$ cat src/rtl/run_ctrl_pkg.sv
// run_ctrl_pkg
// Shared types and defaults for the run controller.
//   run_state_t       : controller state encoding
//   CW_DEFAULT        : default cycle-counter width
//   CLR_CYC_DEFAULT   : default number of core-reset cycles before a run
//   CORE_RESET_ON/OFF : core_reset polarity, shared with top_level
package run_ctrl_pkg;

    typedef enum logic [2:0] {
        IDLE,
        CLEAR,
        RUN,
        DRAIN,
        DONE
    } run_state_t;

    localparam int CW_DEFAULT      = 16;
    localparam int CLR_CYC_DEFAULT = 2;

    localparam logic CORE_RESET_ON  = 1'b1;
    localparam logic CORE_RESET_OFF = ~CORE_RESET_ON;

endpackage

$ cat src/rtl/sat_counter.sv
// sat_counter
// Unsigned up-counter that sticks at all-ones instead of wrapping.
//   clk    : system clock
//   reset  : synchronous active-low reset, clears q
//   clr    : synchronous clear, wins over en
//   en     : count enable
//   q      : current count
//   at_max : q is all-ones (saturated)
module sat_counter #(
    parameter int CW = 16
) (
    input  logic          clk,
    input  logic          reset,
    input  logic          clr,
    input  logic          en,
    output logic [CW-1:0] q,
    output logic          at_max
);

    localparam logic [CW-1:0] ONE = CW'(1);

    assign at_max = &q;

    always_ff @(posedge clk) begin
        if (!reset) begin
            q <= '0;
        end else if (clr) begin
            q <= '0;
        end else if (en && !at_max) begin
            q <= q + ONE;
        end
    end

endmodule

$ cat src/rtl/run_ctrl.sv
// run_ctrl
// Sequences one program execution on the 8-bit core: holds the core in
// reset while clearing the shift/carry flag, releases it, watches for the
// halt PC or a cycle limit, freezes the core after a drain cycle and
// reports the run length through a level req/done handshake.
//
// State table
//   state | meaning
//   IDLE  | waiting for req; core held in reset
//   CLEAR | core in reset, sc_clr asserted, lasts CLR_CYC cycles
//   RUN   | core enabled, cycles counting, halt/limit watched
//   DRAIN | one frozen cycle so the last flag/memory writes settle
//   DONE  | results visible until req drops
//
// Ports
//   clk, reset        : system clock, synchronous active-low reset
//   req               : run request (level)
//   prog_ctr, end_pc  : current PC and halt address
//   max_cycles        : RUN-cycle limit, 0 = no limit
//   core_reset        : reset to PC, reg_file and flags
//   core_en           : clock enable for the core state
//   sc_clr            : clears the shift/carry register
//   busy, done        : run in progress / run finished
//   timeout           : finished run hit max_cycles
//   cycles            : RUN cycles of the last or current run
module run_ctrl
    import run_ctrl_pkg::*;
#(
    parameter int D       = 12,
    parameter int CW      = CW_DEFAULT,
    parameter int CLR_CYC = CLR_CYC_DEFAULT
) (
    input  logic          clk,
    input  logic          reset,
    input  logic          req,
    input  logic [D-1:0]  prog_ctr,
    input  logic [D-1:0]  end_pc,
    input  logic [CW-1:0] max_cycles,
    output logic          core_reset,
    output logic          core_en,
    output logic          sc_clr,
    output logic          busy,
    output logic          done,
    output logic          timeout,
    output logic [CW-1:0] cycles
);

    localparam int              CLW      = $clog2(CLR_CYC + 1);
    localparam logic [CLW-1:0]  CLR_LAST = CLW'(CLR_CYC - 1);
    localparam logic [CW-1:0]   ONE      = CW'(1);

    run_state_t state;
    run_state_t state_next;

    logic           start;
    logic           halt;
    logic           limit_hit;
    logic           clr_done;
    logic           run_en;
    logic           clr_cnt_clr;
    logic           clr_cnt_en;
    logic [CW-1:0]  cyc_q;
    logic [CW-1:0]  cyc_inc;
    logic           cyc_at_max;
    logic [CLW-1:0] clr_q;
    logic           clr_at_max;

    assign start       = (state == IDLE) && req;
    assign run_en      = (state == RUN);
    assign clr_cnt_clr = (state != CLEAR);
    assign clr_cnt_en  = (state == CLEAR);
    assign halt        = (prog_ctr == end_pc);

    // Limit is checked against the count this RUN cycle will leave behind.
    // A saturated counter does not move, so a limit of all-ones fires on the
    // cycle the counter reaches saturation.
    assign cyc_inc   = cyc_at_max ? cyc_q : cyc_q + ONE;
    assign limit_hit = (max_cycles != '0) && (cyc_inc == max_cycles);

    // at_max is only a guard; CLR_LAST is always reached first.
    assign clr_done = (clr_q == CLR_LAST) || clr_at_max;

    sat_counter #(
        .CW (CW)
    ) u_cyc_cnt (
        .clk    (clk),
        .reset  (reset),
        .clr    (start),
        .en     (run_en),
        .q      (cyc_q),
        .at_max (cyc_at_max)
    );

    sat_counter #(
        .CW (CLW)
    ) u_clr_cnt (
        .clk    (clk),
        .reset  (reset),
        .clr    (clr_cnt_clr),
        .en     (clr_cnt_en),
        .q      (clr_q),
        .at_max (clr_at_max)
    );

    assign cycles = cyc_q;

    always_ff @(posedge clk) begin
        if (!reset) begin
            state <= IDLE;
        end else begin
            state <= state_next;
        end
    end

    // Halt has priority: a run that ends on its limiting cycle still drains
    // and is reported as a normal finish.
    always_ff @(posedge clk) begin
        if (!reset) begin
            timeout <= 1'b0;
        end else if (start) begin
            timeout <= 1'b0;
        end else if (run_en && !halt && limit_hit) begin
            timeout <= 1'b1;
        end
    end

    always_comb begin
        state_next = state;
        case (state)
            IDLE: begin
                if (req) begin
                    state_next = CLEAR;
                end
            end
            CLEAR: begin
                if (clr_done) begin
                    state_next = RUN;
                end
            end
            RUN: begin
                if (halt) begin
                    state_next = DRAIN;
                end else if (limit_hit) begin
                    state_next = DONE;
                end
            end
            DRAIN: begin
                state_next = DONE;
            end
            DONE: begin
                if (!req) begin
                    state_next = IDLE;
                end
            end
            default: begin
                state_next = IDLE;
            end
        endcase
    end

    always_comb begin
        core_reset = CORE_RESET_OFF;
        core_en    = 1'b0;
        sc_clr     = 1'b0;
        busy       = 1'b0;
        done       = 1'b0;
        case (state)
            IDLE: begin
                core_reset = CORE_RESET_ON;
            end
            CLEAR: begin
                core_reset = CORE_RESET_ON;
                sc_clr     = 1'b1;
                busy       = 1'b1;
            end
            RUN: begin
                core_en = 1'b1;
                busy    = 1'b1;
            end
            DRAIN: begin
                busy = 1'b1;
            end
            DONE: begin
                done = 1'b1;
            end
            default: begin
                core_reset = CORE_RESET_ON;
            end
        endcase
    end

endmodule

$ cat config.mk
export PLATFORM = sky130hd
export DESIGN_NAME = run_ctrl
export DESIGN_NICKNAME = d
export VERILOG_FILES = /design/src/rtl/run_ctrl_pkg.sv /design/src/rtl/sat_counter.sv /design/src/rtl/run_ctrl.sv
export SDC_FILE = /design/constraint.sdc
export NUM_CORES = 1
export LEC_CHECK = 0
export BUFFER_PORTS_ARGS = -buffer_cell sky130_fd_sc_hd__buf_2
export CORE_MARGIN = 2
export CORE_UTILIZATION = 47
export CTS_BUF_LIST = sky130_fd_sc_hd__clkbuf_4
export CTS_CLUSTER_SIZE = 14
export DETAILED_ROUTE_END_ITERATION = 6
export PLACE_DENSITY = 0.88
export SYNTH_ARGS = -nofsm -noshare
export SYNTH_HDL_FRONTEND = slang
export SYNTH_SLANG_ARGS = --single-unit
$ cat constraint.sdc
create_clock -name clk -period 2.8 [get_ports clk]
set_input_delay 0 -clock clk [delete_from_list [all_inputs] [get_ports clk]]
set_output_delay 0 -clock clk [all_outputs]
set_load 0.03 [all_outputs]
### Word level (Yosys, flattened, before mapping)

Index checks and enable logic that the tools add are counted.

* word-level logic and storage cells: 50
* memories kept: 0
* bits of input ports: 43
* bits in writable memories: 0
* bits in latches: 0
* output and inout port bits: 22
* flip-flop bits (word level): 22
* bits in read-only memories: 0

* reductions and logical operators: 19
* add/subtract/negate cells: 2
* bitwise gates (word level): 1
* multipliers: 0
* muxes and demuxes: 12
* equality and inequality tests: 12
* $lt $le $gt $ge: 0
* shift operators: 0
* divide/modulo/power cells: 0

Operators by type and width (count)
* $add 16x1->16 const B: 1
* $eq 16x16->1: 1
* $mux 16: 1
* $reduce_and 16->1: 1
* $reduce_bool 16->1: 1
* $mux 3: 5
* $pmux 3 s5: 1
* $eq 12x12->1: 1
* $eq 3x2->1 const B: 2
* $logic_and 1x1->1: 6
* $ne 2x2->1 const B: 3
* $reduce_or 3->1: 2
* $mux 1: 5
* $reduce_and 4->1: 1
* $reduce_or 2->1: 2
* $eq 3x1->1 const B: 1
* $eq 3x3->1 const B: 1
* $logic_not 1->1: 3
* $logic_not 3->1: 1
* $ne 3x1->1 const B: 1
* $ne 3x3->1 const B: 1
* $add 2x1->2 const B: 1
* $eq 2x1->1 const B: 1
* $reduce_and 2->1: 1
* other kinds (2): 2

### Logic depth before layout (Yosys ltp)

Gate-level depths: netlist of the first run.

* depth in word-level cells: 7
* gate-level depth with buffers: 9
* depth with buffers taken out: 8

### Cells and area by module

A second synthesis of the first run with hierarchy kept.

* cells, all modules: 246
* area total of the unflattened synthesis: 1965.6 um2

By module, submodules not included
* run_ctrl: cells an instance 137, sequential area each 80.1 um2, instances 1, area an instance 1013.5 um2
* sat_counter at u_cyc_cnt: cells an instance 100, sequential area each 320.3 um2, instances 1, area an instance 853.3 um2
* sat_counter at u_clr_cnt: cells an instance 9, sequential area each 40.0 um2, instances 1, area an instance 98.8 um2

### Worst setup path before layout of the first run

Ideal clock, no wire load.

* kind: register to register
* start: reg u_cyc_cnt.q[0]
* end: reg state[1]
* path slack: -38 ps
* arrival: 2718 ps
* clock period less this slack: 2838 ps
* required time: 2680 ps
* stages on the path, launching flop included: 10
* setup time: 120 ps
* path buffers: 1
* path through: dfxtp_1 ha_1 nand3_4 or4_1 buf_2 nor4_2 a31oi_1 a2111oi_2 nand4b_1 o31a_1

* longest elaborated chain between the ends: 6
* elaborated cells between the ends (all ways): 7
* those cells by class: add/sub: 1; eq/ne: 2; mux: 1; reduce/logical: 3

RTL lines
* start: declaration: RTL line sat_counter.sv:16 `output logic [CW-1:0] q,`
* start signal: assignment: RTL line sat_counter.sv:30 `q <= q + ONE;`
* $add 16x1->16 / $reduce_and 16->1 (equally long branches): RTL line run_ctrl.sv:77, sat_counter.sv:22
* $mux 16 *: RTL line run_ctrl.sv:77 `assign cyc_inc = cyc_at_max ? cyc_q : cyc_q + ONE;`
* $eq 16x16->1 *: RTL line run_ctrl.sv:78 `assign limit_hit = (max_cycles != '0) && (cyc_inc == max_cycles);`
* $logic_and 1x1->1 *: RTL line run_ctrl.sv:78
* $ne 3x3->1 (no source line) *
* $reduce_and 4->1 (no source line) *
* end signal: assignment: RTL line run_ctrl.sv:111 `state <= state_next;`
* end: declaration: RTL line run_ctrl.sv:52 `run_state_t state;`

Every way passes the cells marked *; elsewhere a longest branch is shown, timed or not.
A chain may end at the register's enable or synchronous reset.

### Worst setup path after layout of the first run

* start: reg u_cyc_cnt.q[1]
* end: reg state[1]

Same word-level chain as after synthesis.

==> flow_summary.ini, run 1 <==
[timing]
relSlewSlack_pct = 70.8
finalSetupViolations = 0
fin_crit_sh_pct = 93.5
fin_crit_ns = 2.62
worstMarginPinSlew_ns = 0.427
clock_skew_ns = 0.00984
hold_violations = 0
timing.final.ws_setup_ns = 0.183
fmax_mhz = 382
setup-tns-final_ns = 0
rsz0062_at_grt = false
finalMaxSlewViolations = 0
holdWs_ns = 0.209

[floorplanning]
core-area_mm2 = 0.00374
die_w_um = 67
ios = 65
fp-row-count = 22
die_area_mm2 = 0.00449
start_util_pct = 49.8
dieHeight_um = 67

[worst_hold_path]
holdPathEnd = timeout$_SDFFE_PP0P_
hold_path_depth = 5
hold_path_startpoint = max_cycles[13]
hp-class = in -> reg

[placement]
dp_slack_ns = 0.0465
gp_congestion = 0.951
portBuffers = 64
placed_cells = 355
place_hpwl_um = 4130

[critical_path]
cp_num_buf_inv = 0
crit_path_cell_trace = ha_2 > nand3_4 > or4_4 > nor4_2 > a31oi_1 > a2111oi_2 > nand4b_1 > o31a_1
timing.rr.start = u_cyc_cnt.q[1]$_SDFFE_PP0P_
ff2ff_path_depth = 8
arrival_ns = 2.85
cp.required_ns = 3.03
end_kind = flip-flop
cp-start-kind = flip-flop
slowest_stage = or4_4
slowest_delay_ns = 0.59
cp_max_fo = 7
crit_start = u_cyc_cnt.q[1]$_SDFFE_PP0P_
crit_type = reg -> reg
path_delay_family = simple AND/OR/NAND/NOR gates
timing.rr.end = state[1]$_SDFFE_PN0P_
r2r_slack_ns = 0.18

[global_routing]
grt_max_degree = 17
antenna_found_initial = 0
grt_pass1_wl_um = 8420
grt_usage_pct = 24.5
grt_pass1_vias = 1872
grt_overflow = 0

[cells_and_area]
final_nets = 360
drive_above_1_share_pct = 30.0
areaGrowthSynthToFinish_pct = 25.2
antenna_cells = 0
instances_no_fill = 361

[yosys]
yosysTopAreaCell = dfxtp_1
yosysWarnings = 0
synthesis.nets = 291
synth_edf_count = 0
ys_seq_area_share_pct = 23.6
synth_seq_cells = 22
syn-cell-area_mm2 = 0.00187
synth_top_flop_cell = dfxtp_1
synthTopCellsByArea = dfxtp_1 24%, xor2_1 13%, xnor2_1 9.9%
ys_types = 42
synth.avg_cell_area_um2 = 7.61
synth_cells = 245
async_reset_ff_share_pct = 0
yosysTopAreaCellShare_pct = 23.6

[drt]
drtIter0Drc = 129
ant_nets = 0
via_per_inst = 5.64
drt-pass1-iter-count = 4
num_vias = 2036
wirelength_um = 5210
avgRoutedWirePerCell_um = 14.4
drcViolationCount = 0

[power]
p_leak_uw = 0.000950
p_total_uw = 828
power_density_mw_per_mm2 = 354
ir_drop_mv = 0.177

[clock_network]
clockBufferDepth = 2
cts_buffers = 3
htreeDepth = 1
tritoncts = done
cts_setup_buffers = 0
clock_latency_ns = 0.32
clock-sinks = 22
cts_root_buffer = clkbuf_4
clk_transition_reported_paths_ns = 0.14

[job]
cap_violations = 0

[outcome]
status = finished, final reports clean
-- cell usage in the layout, fill, tap and decap left out, types with 5 or more instances in the layout --
| cell type | count |
|---|---|
| dfxtp_1 | 16 |
| xor2_1 | 28 |
| nor4_1 | 12 |
| nand4_1 | 11 |
| nor2_1 | 31 |
| nand3_1 | 9 |
| xnor2_1 | 21 |
| buf_4 | 13 |
| buf_2 | 64 |
| nor3_1 | 6 |
| nand2_1 | 21 |
| inv_1 | 5 |
| a21oi_1 | 9 |
-- state kept, by name (all words and copies together), names as in the netlist --
signal,flops
u_cyc_cnt.q,16
state,3
timeout,1
u_clr_cnt.q,2
-- power by group --
part           total [uW]  internal (uW)  switching, uW
clock network         158           52.3            106
registers             356            331           25.5
logic                 313            122            192
-- cells in the mapped netlist (all sizes together) (2+ instances only) --
cell / instances
nor2: 31
xor2: 28
dfxtp: 22
nand2: 21
xnor2: 21
nor4: 13
buf: 12
nand4: 12
nand3: 11
a21oi: 9
nor3: 6
inv: 5
o21ai: 5
and2: 4
a2111oi: 3
a211oi: 3
and3: 3
clkbuf: 3
ha: 3
nor2b: 3
nor3b: 3
o31ai: 3
or3: 3
a31oi: 2
nand4b: 2
o311ai: 2
o31a: 2
or4: 2
-- logic make-up after synthesis --
group,after synthesis,share of synthesized area [%]
compound gates,32,11.9
xor+xnor,49,23.0
fa+ha+maj,3,2.01
buf+inv,20,5.23
flops,22,23.6
mux,1,0.537
simple gates,118,33.7
-- metrics by stage --
| stage | cell area [um2] | util [%] |
|---|---|---|
| floorplan | 1870 | - |
| CTS | 2310 | 61.8 |
| global placement | 2270 | 60.6 |
| finish | 2340 | 62.4 |
| detailed placement | 2270 | 60.6 |
| global route | 2340 | 62.4 |
-- tightest hold or removal path, delay by kind of cell --
family | cells | cell delay [ns]
AND/OR/NAND/NOR | 1 | 0.17
AO/OA/AOI/OAI | 2 | 0.16
XOR/XNOR | 1 | 0.07
buffers and inverters | 1 | 0.11
-- layer usage --
layer / up-vias / GRT usage, % / share of wire, %
li1: 1014 / - / -
met1: 954 / 30.9 / 42
met2: 57 / 43.1 / 51
met3: 11 / 2.87 / 5.0
met4: 0 / 7.40 / 1.8
met5: - / 0 / 0
-- area by class of cell --
| cell class | instances | area, um2 |
|---|---|---|
| fill | 363 | 1410 |
| timing repair buffer | 79 | 438 |
| multi-input combinational | 203 | 1340 |
| clock inverter | 1 | 3.75 |
| sequential | 22 | 453 |
| inverter | 5 | 18.8 |
| tap | 48 | 60.1 |
| clock buffer | 3 | 22.5 |
-- worst max-delay path by stage --
stage | to | slack (ns) | depth (start not counted)
3_3_place_gp | state[1]$_SDFFE_PN0P_ | 0.19 | 8
5_1_grt | state[1]$_SDFFE_PN0P_ | 0.004 | 8
6_report | state[1]$_SDFFE_PN0P_ | 0.18 | 8
2_1_floorplan | state[1]$_SDFFE_PN0P_ | 0.13 | 9
3_5_place_dp | state[1]$_SDFFE_PN0P_ | 0.05 | 8
4_1_cts | state[1]$_SDFFE_PN0P_ | 0.02 | 8
-- what timing repair did --
action                     in CTS  in global routing
hold buffers                    2                  0
hold endpoints to repair        2                  0
setup endpoints to repair       0                  3
resized for setup               0                 10
No activity file was read; power rests on OpenSTA's default activity.
==> run 2, diff against run 1 <==
Settings changed: CTS_CLUSTER_SIZE 14 to default, REMOVE_ABC_BUFFERS from default to 1.
==> flow_summary.ini, run 2 (synthesized netlist as in run 1, its figures left out) <==
[outcome]
status = finished, final reports clean

[clock_network]
clock_latency_ns = 0.34
clk_transition_reported_paths_ns = 0.13
htreeDepth = 1
cts_buffers = 3
clock-sinks = 22
tritoncts = done
cts_root_buffer = clkbuf_4
cts_setup_buffers = 0
clockBufferDepth = 2

[power]
p_clk_share_pct = 19.4
combinationalPowerShare_pct = 38.1
cell_internal_pwr_uw = 505
p_leak_uw = 0.000960
power_frac_seq_pct = 42.4
p_sw_share_pct = 39.3
ir_drop_mv = 0.208
p_total_uw = 831
power_density_mw_per_mm2 = 355
power_switching_uw = 327

[floorplanning]
dieHeight_um = 67
fp-row-count = 22
core-area_mm2 = 0.00374
die_w_um = 67
die_area_mm2 = 0.00449
start_util_pct = 49.8
ios = 65

[placement]
gp_congestion = 1.01
dp_slack_ns = 0.175
portBuffers = 64
place_hpwl_um = 4110

[critical_path]
ff2ff_path_depth = 8
cp_max_fo = 6
arrival_ns = 2.92
cp.required_ns = 3.03
timing.rr.end = state[1]$_SDFFE_PN0P_
timing.rr.start = u_cyc_cnt.q[1]$_SDFFE_PP0P_
end_kind = flip-flop
r2r_slack_ns = 0.11
crit_type = reg -> reg
cp-start-kind = flip-flop

[timing]
finalMaxSlewViolations = 0
finalSetupViolations = 0
fmax_mhz = 372
fin_crit_ns = 2.69
setup-tns-final_ns = 0
clock_skew_ns = 0.00961
timing.final.ws_setup_ns = 0.113
fin_crit_sh_pct = 96.0
rsz0062_at_grt = false
hold_violations = 0
worstMarginPinSlew_ns = 0.553
relSlewSlack_pct = 63.0

[cells_and_area]
antenna_cells = 0
largest_register = u_cyc_cnt.q
final_common_cell = buf_2
drive_above_1_share_pct = 28.6
areaGrowthSynthToFinish_pct = 25.6
largest_reg_flops = 16
top_regs = u_cyc_cnt.q: 16 flops, state: 3 flops, u_clr_cnt.q: 2 flops
final_nets = 362
final_cell_mix = 64 x buf_2, 31 x nor2_1, 28 x xor2_1, 21 x nand2_1, 21 x xnor2_1

[drt]
ant_nets = 0
num_vias = 2062
via_per_inst = 5.68
drtIter0Drc = 125
drcViolationCount = 0
drt-pass1-iter-count = 4
avgRoutedWirePerCell_um = 14.5
wirelength_um = 5280

[global_routing]
grt_max_degree = 17
grt_pass1_wl_um = 8360
grt_pass1_vias = 1928
grt_usage_pct = 24.3
antenna_found_initial = 0
grt_overflow = 0

[worst_hold_path]
hold_path_depth = 5
hp-class = in -> reg
holdPathEnd = timeout$_SDFFE_PP0P_
hold_path_startpoint = max_cycles[13]

[job]
cap_violations = 0
-- run 2: layer usage --
metal	track usage, %	vias up	wire length (um)
met5	0	-	0
met4	8.93	0	97
met3	3.72	11	474
met2	40.7	100	2500
met1	31.0	930	2210
li1	-	1021	-
-- run 2: stage by stage --
stage / hold WS (ns) / utilization (%) / std cells / area (um2)
2_1_floorplan: 0.128 / - / 230 / 1790
3_3_place_gp: 0.272 / 60.7 / 356 / 2270
3_5_place_dp: 0.279 / 60.7 / 356 / 2270
4_1_cts: 0.187 / 62.2 / 363 / 2330
5_1_grt: 0.215 / 62.6 / 363 / 2340
6_report: 0.179 / 62.6 / 363 / 2340
-- run 2: what timing repair did --
action,in CTS,in global routing
setup endpoints to repair,0,3
gates resized for setup,0,4
hold buffers,3,0
hold endpoints to repair,2,0
-- run 2: worst max path at each step --
stage	startpoint	endpoint	slack, ns	depth (start not counted)
after global routing	u_cyc_cnt.q[8]$_SDFFE_PP0P_	state[2]$_SDFFE_PN0P_	0.004	7
after global placement	u_cyc_cnt.q[2]$_SDFFE_PP0P_	state[1]$_SDFFE_PN0P_	0.14	8
final	u_cyc_cnt.q[1]$_SDFFE_PP0P_	state[1]$_SDFFE_PN0P_	0.11	8
after detailed placement	u_cyc_cnt.q[1]$_SDFFE_PP0P_	state[1]$_SDFFE_PN0P_	0.18	8
after CTS	u_cyc_cnt.q[2]$_SDFFE_PP0P_	state[1]$_SDFFE_PN0P_	0.14	8
after floorplan	u_cyc_cnt.q[0]$_SDFFE_PP0P_	state[1]$_SDFFE_PN0P_	-0.08	8
-- run 2: worst max-delay path, cell delays in order (launching register included) --
cell       delay [ns]
dfxtp_1          0.36
ha_1             0.26
nand3_4          0.09
or4_1            0.66
nor4_2           0.32
a31oi_1          0.09
a2111oi_2        0.31
nand4b_1         0.21
o31a_1           0.28
-- run 2: power groups by stage --
stage	combinational [uW]	sequential, uW	clock [uW]
4_1_cts	316	353	163
2_1_floorplan	201	362	0
3_3_place_gp	306	359	0
3_5_place_dp	311	361	0
5_1_grt	357	358	173
6_report	317	353	162
-- run 2: final cells by class --
type                            instances  area (um2)
Clock buffer                            3        22.5
Clock inverter                          1        3.75
Fill cell                             327        1400
Inverter                                5        18.8
Multi-Input combinational cell        203        1340
Sequential cell                        22         443
Tap cell                               48        60.1
Timing Repair Buffer                   81         455
